<file path="config.mk">
export PLATFORM = sky130hd
export DESIGN_NAME = stat_bist_ctrl
export DESIGN_NICKNAME = d
export VERILOG_FILES = /design/src/rtl/stat_bist_ctrl.sv
export SDC_FILE = /design/constraint.sdc
export NUM_CORES = 1
export LEC_CHECK = 0
export ABC_AREA = 1
export CORE_ASPECT_RATIO = 1.75
export CORE_UTILIZATION = 51
export DETAILED_ROUTE_END_ITERATION = 10
export HOLD_SLACK_MARGIN = 0.03
export PLACE_DENSITY = 0.86
export RECOVER_POWER = 100
export SLEW_MARGIN = 40
export SYNTH_ARGS = -nofsm -noshare
export SYNTH_HDL_FRONTEND = slang
export SYNTH_SLANG_ARGS = --single-unit
</file>
<file path="constraint.sdc">
create_clock -name clk -period 4.9 [get_ports clk]
set_clock_uncertainty 0.15 [all_clocks]
set_input_delay 0.49 -clock clk [delete_from_list [all_inputs] [get_ports clk]]
set_output_delay 0.49 -clock clk [all_outputs]
set_load 0.1 [all_outputs]
</file>
<file path="src/rtl/stat_bist_ctrl.sv">
// -----------------------------------------------------------------------------
// stat_bist_ctrl
//   Built-in self-test sequencer for one combinational Stat_* benchmark netlist.
//   A run drives NUM_PATTERNS pseudo-random 28-bit vectors from an LFSR into the
//   netlist, compacts the 17 netlist outputs into a MISR signature and compares
//   the final signature to golden_sig.
//
// Ports
//   clk          in   rising-edge clock
//   rst_n        in   synchronous active-low reset
//   start        in   run request, sampled in IDLE only
//   abort        in   cancel the current run (back to IDLE, no done pulse)
//   golden_sig   in   expected final signature, stable while busy
//   dut_in       out  registered vector driven to netlist inputs n1..n28
//   dut_out      in   netlist outputs n389..n405
//   busy         out  high from LOAD through CAPTURE of the last vector
//   done         out  one-cycle pulse at end of run
//   pass         out  final signature matched golden_sig (sticky)
//   signature    out  current MISR contents
//   pattern_cnt  out  vectors captured so far in this run
//   state_dbg    out  current FSM state (IDLE=0, LOAD=1, APPLY=2, CAPTURE=3, DONE=4)
//
// Handshake: start is a level request that is only looked at while idle; the
// controller answers every accepted request with exactly one done pulse unless
// the run is aborted or reset. Requests while busy or in DONE are dropped.
// -----------------------------------------------------------------------------
module stat_bist_ctrl #(
    parameter int              IN_W          = 28,
    parameter int              OUT_W         = 17,
    parameter int              NUM_PATTERNS  = 1024,
    parameter int              SETTLE_CYCLES = 1,
    parameter logic [IN_W-1:0] LFSR_SEED     = 28'h0000001
) (
    input  logic             clk,
    input  logic             rst_n,
    input  logic             start,
    input  logic             abort,
    input  logic [OUT_W-1:0] golden_sig,
    output logic [IN_W-1:0]  dut_in,
    input  logic [OUT_W-1:0] dut_out,
    output logic             busy,
    output logic             done,
    output logic             pass,
    output logic [OUT_W-1:0] signature,
    output logic [15:0]      pattern_cnt,
    output logic [2:0]       state_dbg
);

    typedef enum logic [2:0] {
        S_IDLE    = 3'd0,
        S_LOAD    = 3'd1,
        S_APPLY   = 3'd2,
        S_CAPTURE = 3'd3,
        S_DONE    = 3'd4
    } state_t;

    // An all-zero seed would lock the LFSR, so it is replaced by 1.
    localparam logic [IN_W-1:0] SEED_EFF =
        (LFSR_SEED == '0) ? {{(IN_W-1){1'b0}}, 1'b1} : LFSR_SEED;
    localparam logic [15:0] LAST_CNT    = 16'(NUM_PATTERNS - 1);
    localparam logic [3:0]  SETTLE_LAST = 4'(SETTLE_CYCLES - 1);

    state_t           state;
    logic [3:0]       settle;
    logic [IN_W-1:0]  lfsr_next;
    logic [OUT_W-1:0] misr_next;

    // dut_in is the LFSR register itself: it only advances on CAPTURE, which
    // is exactly when the netlist should see the next vector.
    assign lfsr_next = {dut_in[26:0], dut_in[27] ^ dut_in[24]};
    assign misr_next = {signature[15:0], signature[16] ^ signature[13]} ^ dut_out;
    assign state_dbg = state;

    always_ff @(posedge clk) begin
        if (!rst_n) begin
            state       <= S_IDLE;
            settle      <= '0;
            dut_in      <= '0;
            signature   <= '0;
            pattern_cnt <= '0;
            busy        <= 1'b0;
            done        <= 1'b0;
            pass        <= 1'b0;
        end else begin
            done <= 1'b0;
            if (abort && (state != S_IDLE)) begin
                // signature, pattern_cnt and dut_in keep their values for inspection.
                state  <= S_IDLE;
                settle <= '0;
                busy   <= 1'b0;
                pass   <= 1'b0;
            end else begin
                case (state)
                    S_IDLE: begin
                        // abort has priority over a simultaneous start.
                        if (start && !abort) begin
                            state <= S_LOAD;
                            busy  <= 1'b1;
                        end
                    end
                    S_LOAD: begin
                        dut_in      <= SEED_EFF;
                        signature   <= '0;
                        pattern_cnt <= '0;
                        settle      <= '0;
                        pass        <= 1'b0;
                        state       <= S_APPLY;
                    end
                    S_APPLY: begin
                        if (settle == SETTLE_LAST) begin
                            settle <= '0;
                            state  <= S_CAPTURE;
                        end else begin
                            settle <= settle + 4'd1;
                        end
                    end
                    S_CAPTURE: begin
                        signature   <= misr_next;
                        pattern_cnt <= pattern_cnt + 16'd1;
                        if (pattern_cnt == LAST_CNT) begin
                            // Last vector stays on dut_in after the run.
                            state <= S_DONE;
                            busy  <= 1'b0;
                            done  <= 1'b1;
                        end else begin
                            dut_in <= lfsr_next;
                            state  <= S_APPLY;
                        end
                    end
                    S_DONE: begin
                        pass  <= (signature == golden_sig);
                        state <= S_IDLE;
                    end
                    default: state <= S_IDLE;
                endcase
            end
        end
    end

endmodule

</file>
# After elaboration in Yosys (flattened, before gate mapping)
# Cells that the tools add are included.
word_totals:
  inputBits: 38
  out_inout_bits: 67
  reg_bits: 71
  elab_cells: 57
op_classes:
  n_bitwise: 6
  addsub: 2
  eq_ne: 10
  n_mux: 15
  n_reduce_logical: 16
op_table:
  columns: ["operator", "n"]
  rows:
  - ["28-bit one-hot mux with 2 select lines", 1]
  - ["17-bit one-hot mux with 2 select lines", 1]
  - ["16-bit one-hot mux with 2 select lines", 1]
  - ["28-bit 2-to-1 mux", 1]
  - ["17-bit equality test", 1]
  - ["17-bit XOR", 1]
  - ["16-bit by 1-bit adder with 16-bit output (second input constant)", 1]
  - ["16-bit by 10-bit equality test with 1-bit output (second input constant)", 1]
  - ["3-bit one-hot mux with 4 select lines", 1]
  - ["3-bit 2-to-1 mux", 3]
  - ["2-bit != test (second input constant)", 4]
  - ["4-bit one-hot mux with 2 select lines", 1]
  - ["2-bit nonzero test", 4]
  - ["3-bit by 2-bit equality test with 1-bit output (second input constant)", 2]
  - ["3-bit AND reduction", 2]
  - ["4-bit by 1-bit adder with 4-bit output (second input constant)", 1]
  - ["4-bit logical NOT", 1]
  - ["4-bit 2-to-1 mux", 1]
  - ["1-bit one-hot mux with 2 select lines", 2]
  - ["2-bit AND reduction", 2]
  - ["3-bit by 1-bit equality test with 1-bit output (second input constant)", 1]
  - ["3-bit equality test (second input constant)", 1]
  - ["3-bit logical NOT", 1]
  - ["1-bit 2-to-1 mux", 3]
  - ["7 further kinds", 11]

# Depth between registers and ports, before layout
# Gate-level depths: netlist of run 1.
depth:
  ltp_word: 4
  depth_mapped: 10

# Least setup slack after synthesis of run 1
# Ideal clock, no wire load.
synth_timing:
  path_kind: "flip-flop to flip-flop"
  start: "register pattern_cnt[0]"
  end: "register dut_in[10]"
  stages_incl_launch_ff: 8
  t_required_ps: 4608
  path_slack_ps: 2452
  arrival_ps: 2156
  cell_sequence: "dfxtp_1 ha_1 nand3_2 nor2_4 nand2_1 buf_2 nand4_1 a21oi_2"
synth_between:
  elab_chain_cells: 3
synth_lines:
  columns: ["element", "line_no", "text"]
  rows:
  - ["start, declared", "45", "output logic [15:0] pattern_cnt,"]
  - ["start signal, assigned", "119", "pattern_cnt <= pattern_cnt + 16'd1;"]
  - ["16-bit by 10-bit equality test with 1-bit output", "120", "if (pattern_cnt == LAST_CNT) begin"]
  - ["2-bit != test (no line)", null, null]
  - ["3-bit AND reduction (no line)", null, null]
  - ["end signal, assigned", "126", "dut_in <= lfsr_next;"]
  - ["end, declared", "39", "output logic [IN_W-1:0] dut_in,"]
# No other way between the ends.
# A chain may end at the register's enable or synchronous reset.

# Final worst setup path of run 1
layout_timing:
  start: "input abort"
  end: "register pattern_cnt[14]"
layout_between:
  elab_chain_cells: 3
layout_lines:
  columns: ["element", "line_no", "text"]
  rows:
  - ["start, declared", "37", "input logic abort,"]
  - ["1-bit logical AND", "86", "if (abort && (state != S_IDLE)) begin"]
  - ["1-bit NOT (no line)", null, null]
  - ["2-bit AND reduction (no line)", null, null]
# No other way between the ends.

==> results of run 1 <==
==> state kept, by name, summed over array words and instances (netlist names) <==
signal       flops
pattern_cnt     16
done             1
state_dbg        3
settle           4
busy             1
dut_in          28
pass             1
signature       17
==> through the flow <==
step / cell area, µm² / total power [µW]
4_1_cts: 4510 / 1420
2_1_floorplan: 3530 / 762
3_3_place_gp: 4570 / 821
5_1_grt: 4360 / 1450
3_5_place_dp: 4240 / 816
6_report: 4360 / 1400
==> worst max path at each step <==
stage | start | endpoint | cells after the start
2_1_floorplan | pattern_cnt[0]$_SDFFE_PN0P_ | dut_in[10]$_SDFFE_PN0P_ | 7
3_3_place_gp | abort | pattern_cnt[14]$_SDFFE_PN0P_ | 9
3_5_place_dp | abort | pattern_cnt[14]$_SDFFE_PN0P_ | 9
4_1_cts | abort | pattern_cnt[14]$_SDFFE_PN0P_ | 9
5_1_grt | abort | pattern_cnt[14]$_SDFFE_PN0P_ | 10
6_report | abort | pattern_cnt[14]$_SDFFE_PN0P_ | 9
==> critical path, delay by kind of cell <==
family	cells	cell delay (ps)
and+or+nand+nor	7	1690
buffers and inverters	2	1290
==> per-layer routing <==
| metal | GRT usage [%] | vias to the layer above | routed length [µm] |
|---|---|---|---|
| met5 | 0 | - | 0 |
| met4 | 12.0 | 0 | 155 |
| met3 | 6.61 | 11 | 511 |
| met2 | 44.4 | 102 | 4630 |
| met1 | 27.5 | 1574 | 3510 |
| li1 | - | 1759 | - |
==> cell type report <==
class                      instances  area, µm²
clock buffer                      13        260
clock inverter                     3       17.5
inverter                          58        218
tap                               82        103
multi-input combinational        340       1710
timing repair buffer             105        629
fill                             631       2230
sequential                        71       1420
==> cells in the final DEF, fill, tap and decap left out <==
master,instances
nand3_2,2
clkinv_2,2
o21ai_0,11
nor3_1,4
buf_4,1
xnor2_1,6
nand4_1,28
nand2_2,7
clkinv_1,1
clkdlybuf4s50_1,36
clkinvlp_4,1
xor2_1,18
clkbuf_8,2
nand3_1,10
a211oi_1,2
a21oi_1,52
a21oi_2,7
nor2_1,37
nor2_4,2
nand2_1,143
or2_2,1
a22oi_1,1
a31oi_1,1
inv_2,5
a2bb2oi_1,1
dlygate4sd3_1,1
clkbuf_16,9
dfxtp_1,71
nand3_4,1
clkbuf_1,69
inv_1,52
ha_1,3
nor2_2,3
==> power by group <==
group	leakage [µW]	total, µW	switching, µW	internal [µW]
combinational	0.000964	200	145	55.5
sequential	0.000572	595	8.96	586
clock	0.000136	601	232	368
==> cell families (layout without fill, tap and decap cells) <==
kind of cell / after synthesis / after routing / synth area share (%)
AND/OR/NAND/NOR: 238 / 238 / 31.2
buffers and inverters: 77 / 179 / 9.38
AO/OA/AOI/OAI: 75 / 75 / 12.1
flip-flops: 71 / 71 / 40.2
XOR/XNOR: 24 / 24 / 5.95
adder cells (fa/ha/maj): 3 / 3 / 1.06
==> Yosys cell counts (3+ instances only) <==
cell      instances  area (µm²)
o21ai_0           9        45.0
dfxtp_1          71        1420
buf_1             3        11.3
inv_2             6        22.5
nor2_1           34         128
nor2_2            3        18.8
clkbuf_1          3        11.3
a21oi_1          48         240
xor2_1           18         158
xnor2_1           6        52.6
buf_2             9        45.0
nor2_4            5        56.3
ha_1              3        37.5
a21oi_2          11        96.3
nand2_2          15        93.8
inv_1            52         195
nand3_1          10        50.1
nand4_1          28         175
nor3_1            3        15.0
nand2_1         135         507
==> results.md, run 1 <==
- Drt pass-1 iters: 4
- Mapped Nets: 529
- CP max stage delay: 660 ps
- CTS Hold Bufs: 0
- Fin Setup TNS: 0 ps
- First-pass GRT wire length: 14300 µm
- Worst Hold Endpoint: pattern_cnt[7]$_SDFFE_PN0P_
- Gate Count Post-Synth: 488
- Status: finished, violations left
- Static Leak: 0.00167 µW
- Starting Density: 53.6%
- Initial antenna violation count: 0
- Nets: 626
- DR WL/cell: 13.1 µm
- Number of global-route vias before repair: 3241
- Worst-margin pin slew: 2050 ps
- F_max: 295 MHz
- Synth cell types: 32
- # diodes: 0
- R2r startpoint: state_dbg[0]$_SDFFE_PP0P_
- Tmin final: 3390 ps
- Place WS: 1750 ps
- CTS tree: built
- Post-CTS setup buffers: 0
- Failing checks: max-capacitance violations, max-slew violations
- RR Endpoint: dut_in[0]$_SDFFE_PN0P_
- Largest fanout on the critical path: 29
- Total congestion overflow: 0
- #FFs+latches synth: 71
- Final setup violation count: 0
- HP Class: reg -> reg
- I/O pin total: 105
- CTS buffer count: 9
- Final cell count without fillers: 672
- Via count: 3446
- CTS max path bufs: 2
- HP Start: pattern_cnt[7]$_SDFFE_PN0P_
- Placed insts: 656
- Core area: 6590 µm²
- Crit path max-delay cell type: inv_1
- DR iter-0 viols: 236
- Buffers on Ports: 104
- Post-Route WL: 8810 µm
- Critical Path AT: 3460 ps
- Layout cells sized above 1: 7.29%
- Chip width: 64.9 µm
- Final core occ: 66.2%
- Total Routing Usage GR: 25.3%
- Resize count post-CTS: 0
- Crit path cell chain: dlygate4sd3_1 > inv_1 > nand2_1 > nor2_1 > nand2_1 > nor2_1 > nand2_1 > nor2_1 > nor2_1
- Clock Tree Root: clkbuf_16
- Min Hold Slack: 313 ps
- Layout Area Growth over Synthesis: 23.4%
- Final WS setup: 1510 ps
- GPL Wtd Cong: 0.830
- RSZ-0062 raised after global routing: no
- Htree depth: 3
- Slew Limit Headroom: -37.5%
- WS Path Type: in -> reg
- Worst VDD drop: 0.000278 V
- Critical Path RT: 4980 ps
- Worst-skew pair later-pin latency: 330 ps
- Clock transition at the registers of the reported paths: 50 ps
- Ys async rst share: 0%
- Power Density: 320 nW/µm²
- Clock Sinks: 71
- Endpoints failing hold: 0
- CP Launch Type: primary input
- Die Y: 112 µm
- Yosys warning count: 0
- Register-to-register setup slack: 1540 ps
- Most used cell, CP: nor2_1
- Mapped Area: 3530 µm²
- DRT antenna net count: 0
- WHS Path Cells: 2
- Dominant synthesized flop cell: dfxtp_1
- Die area: 7280 µm²
- Fin. max-slew vios: 51
- Largest net degree at the start of global routing: 47
- Seq/Total Area, Yosys: 40.2%
- Rows: 39
- DRC viols: 0
- Post-DP HPWL: 6160 µm
- Number of synthesized flops with an enable pin: 0
- Avg Vias per Cell: 5.13
- Max-cap violations: 2
- Reg2reg path depth: 7
- Final worst path period share: 69.1%
- Syn avg cell area: 7.24 µm²
- Worst Setup End Kind: flop
(Power assumes the default switching activity.)
==> run 2, diff against run 1 <==
Settings changed: CORE_UTILIZATION 51 to 47, PLACE_DENSITY 0.86 to 0.8.
Clock period 4.9 ns to 3.17 ns, I/O delays scaled along.
==> run 2 against run 1 <==
  * Register-to-register slack lost 750 ps
  * Die area grew 8.3%
  * Largest power group unchanged
  * The flow now finishes without violations
  * Non-clock buffer count grew 2
  * Total power grew 63%
  * Critical path depth shrank 2
  * Count of clock-buffer cells in the layout is the same
  * Clock power grew 73%
  * Utilization shrank 4.8 points
  * Worst hold slack gained 15 ps
  * Cell count grew 0.89%
  * First-iteration DRC count grew 3.4%
==> results.md, run 2 (same netlist as run 1, synthesis figures left out) <==
- Total congestion overflow: 0
- DRT antenna net count: 0
- Initial antenna violation count: 0
- Rows: 41
- Most common cell after layout, fill and taps aside: nand2_1
- Clock Sinks: 71
- Die area: 7880 µm²
- RSZ-0062 raised after global routing: no
- Register-to-register setup slack: 790 ps
- Commonest non-fill, non-tap cells in the layout: 138 x nand2_1, 71 x dfxtp_1, 69 x clkbuf_1
- CP max stage delay: 650 ps
- Htree depth: 3
- Clock transition at the registers of the reported paths: 50 ps
- Status: completed
- Most used cell, CP: nand2_1
- Final core occ: 61.4%
- WS Path Type: in -> reg
- Layout Area Growth over Synthesis: 25.6%
- Endpoints failing hold: 0
- Drt pass-1 iters: 4
- CP Launch Type: primary input
- Post-DP HPWL: 6490 µm
- Post-CTS setup buffers: 0
- Static Leak: 0.00170 µW
- Final setup violation count: 0
- Max reg flops: 28
- Buffers on Ports: 104
- Die Y: 117 µm
- # diodes: 0
- Layout fillers: 735
- Resize count post-CTS: 0
- Max-cap violations: 0
- DR WL/cell: 13.5 µm
- Critical Path RT: 3230 ps
- Largest net degree at the start of global routing: 47
- Fin. max-slew vios: 0
- CTS Hold Bufs: 0
- Chip width: 67.5 µm
- First-pass GRT wire length: 14800 µm
- F_max: 419 MHz
- Layout cells sized above 1: 8.61%
- Worst Setup End Kind: flop
- HP Class: reg -> reg
- Clock Tree Root: clkbuf_16
- Worst-margin pin slew: 1240 ps
- Post-Route WL: 9150 µm
- Largest fanout on the critical path: 19
- I/O pin total: 105
- Biggest regs: dut_in: 28 flops, signature: 17 flops, pattern_cnt: 16 flops
- Final Instance Area: 4440 µm²
- CTS buffer count: 9
- Power Density: 512 nW/µm²
- Final WS setup: 784 ps
- Number of global-route vias before repair: 3240
- Critical Path AT: 2440 ps
- DR iter-0 viols: 244
- Multi-input logic area: 1740 µm²
- Worst VDD drop: 0.000295 V
- CTS tree: built
- Starting Density: 48.8%
- Core area: 7230 µm²
- Place WS: 894 ps
- CTS max path bufs: 2
- Worst-skew pair later-pin latency: 330 ps
- Slew Limit Headroom: 17.2%
- FF+latch area: 1420 µm²
- Tmin final: 2390 ps
- Nets: 628
- Crit path max-delay cell type: dlygate4sd3_1
- GPL Wtd Cong: 0.794
- Fin Setup TNS: 0 ps
- Total Routing Usage GR: 24.9%
- Avg Vias per Cell: 5.10
- Largest register by flop count: dut_in
- Via count: 3458
- Min Hold Slack: 328 ps
- DRC viols: 0
- Crit path cell chain: dlygate4sd3_1 > inv_1 > nand2_1 > nor2_1 > nand2_1 > o21ai_0 > a2bb2oi_1
- DP Area: 4420 µm²
- Final worst path period share: 75.3%
[run 2: cell count changes in the layout (fill, tap and decap cells not counted), sizes merged]
cell / delta
bufinv: +1
clkinvlp: -1
clkbuf: +1
buf: +1
[run 2: per-layer routing]
| layer | part of all wire (%) | vias up | wire length [µm] | track usage (%) |
|---|---|---|---|---|
| met2 | 54 | 88 | 4960 | 45.7 |
| met4 | 2.0 | 0 | 179 | 9.65 |
| met5 | 0 | - | 0 | 0 |
| met1 | 39 | 1601 | 3570 | 26.6 |
| met3 | 4.7 | 14 | 430 | 5.47 |
| li1 | - | 1755 | - | - |
[run 2: critical path: cells and delay by family]
| family | cells | cell delay, ps |
|---|---|---|
| AOI/OAI and AO/OA | 2 | 430 |
| and+or+nand+nor | 3 | 930 |
| buffers and inverters | 2 | 760 |
[run 2: final timing paths]
| kind | from | end | cells past startpoint |
|---|---|---|---|
| max | abort | pattern_cnt[10]$_SDFFE_PN0P_ | 7 |
| min | pattern_cnt[7]$_SDFFE_PN0P_ | pattern_cnt[7]$_SDFFE_PN0P_ | 2 |
| max reg2reg | pattern_cnt[0]$_SDFFE_PN0P_ | dut_in[0]$_SDFFE_PN0P_ | 8 |
| min reg2reg | pattern_cnt[7]$_SDFFE_PN0P_ | pattern_cnt[7]$_SDFFE_PN0P_ | 2 |
[run 2: report_power, final]
group	switching, µW	total, µW	internal (µW)	leakage, µW
Clock	365	1040	671	0.000156
Combinational	227	314	87.4	0.000976
Sequential	14.6	920	906	0.000572
Total	607	2270	1660	0.00170
[run 2: cell type report]
cell class | instances | area share (%)
tap | 86 | 2.42
clock inverter | 3 | 0.902
timing repair buffer | 107 | 14.4
multi-input combinational | 340 | 39.2
inverter | 58 | 4.91
sequential | 71 | 32.0
clock buffer | 13 | 6.09
[run 2: through the flow]
| step | power (µW) | cells |
|---|---|---|
| 3_3_place_gp | 1270 | 662 |
| 2_1_floorplan | 1180 | 488 |
| 4_1_cts | 2300 | 678 |
| 6_report | 2270 | 678 |
| 3_5_place_dp | 1270 | 662 |
| 5_1_grt | 2350 | 678 |
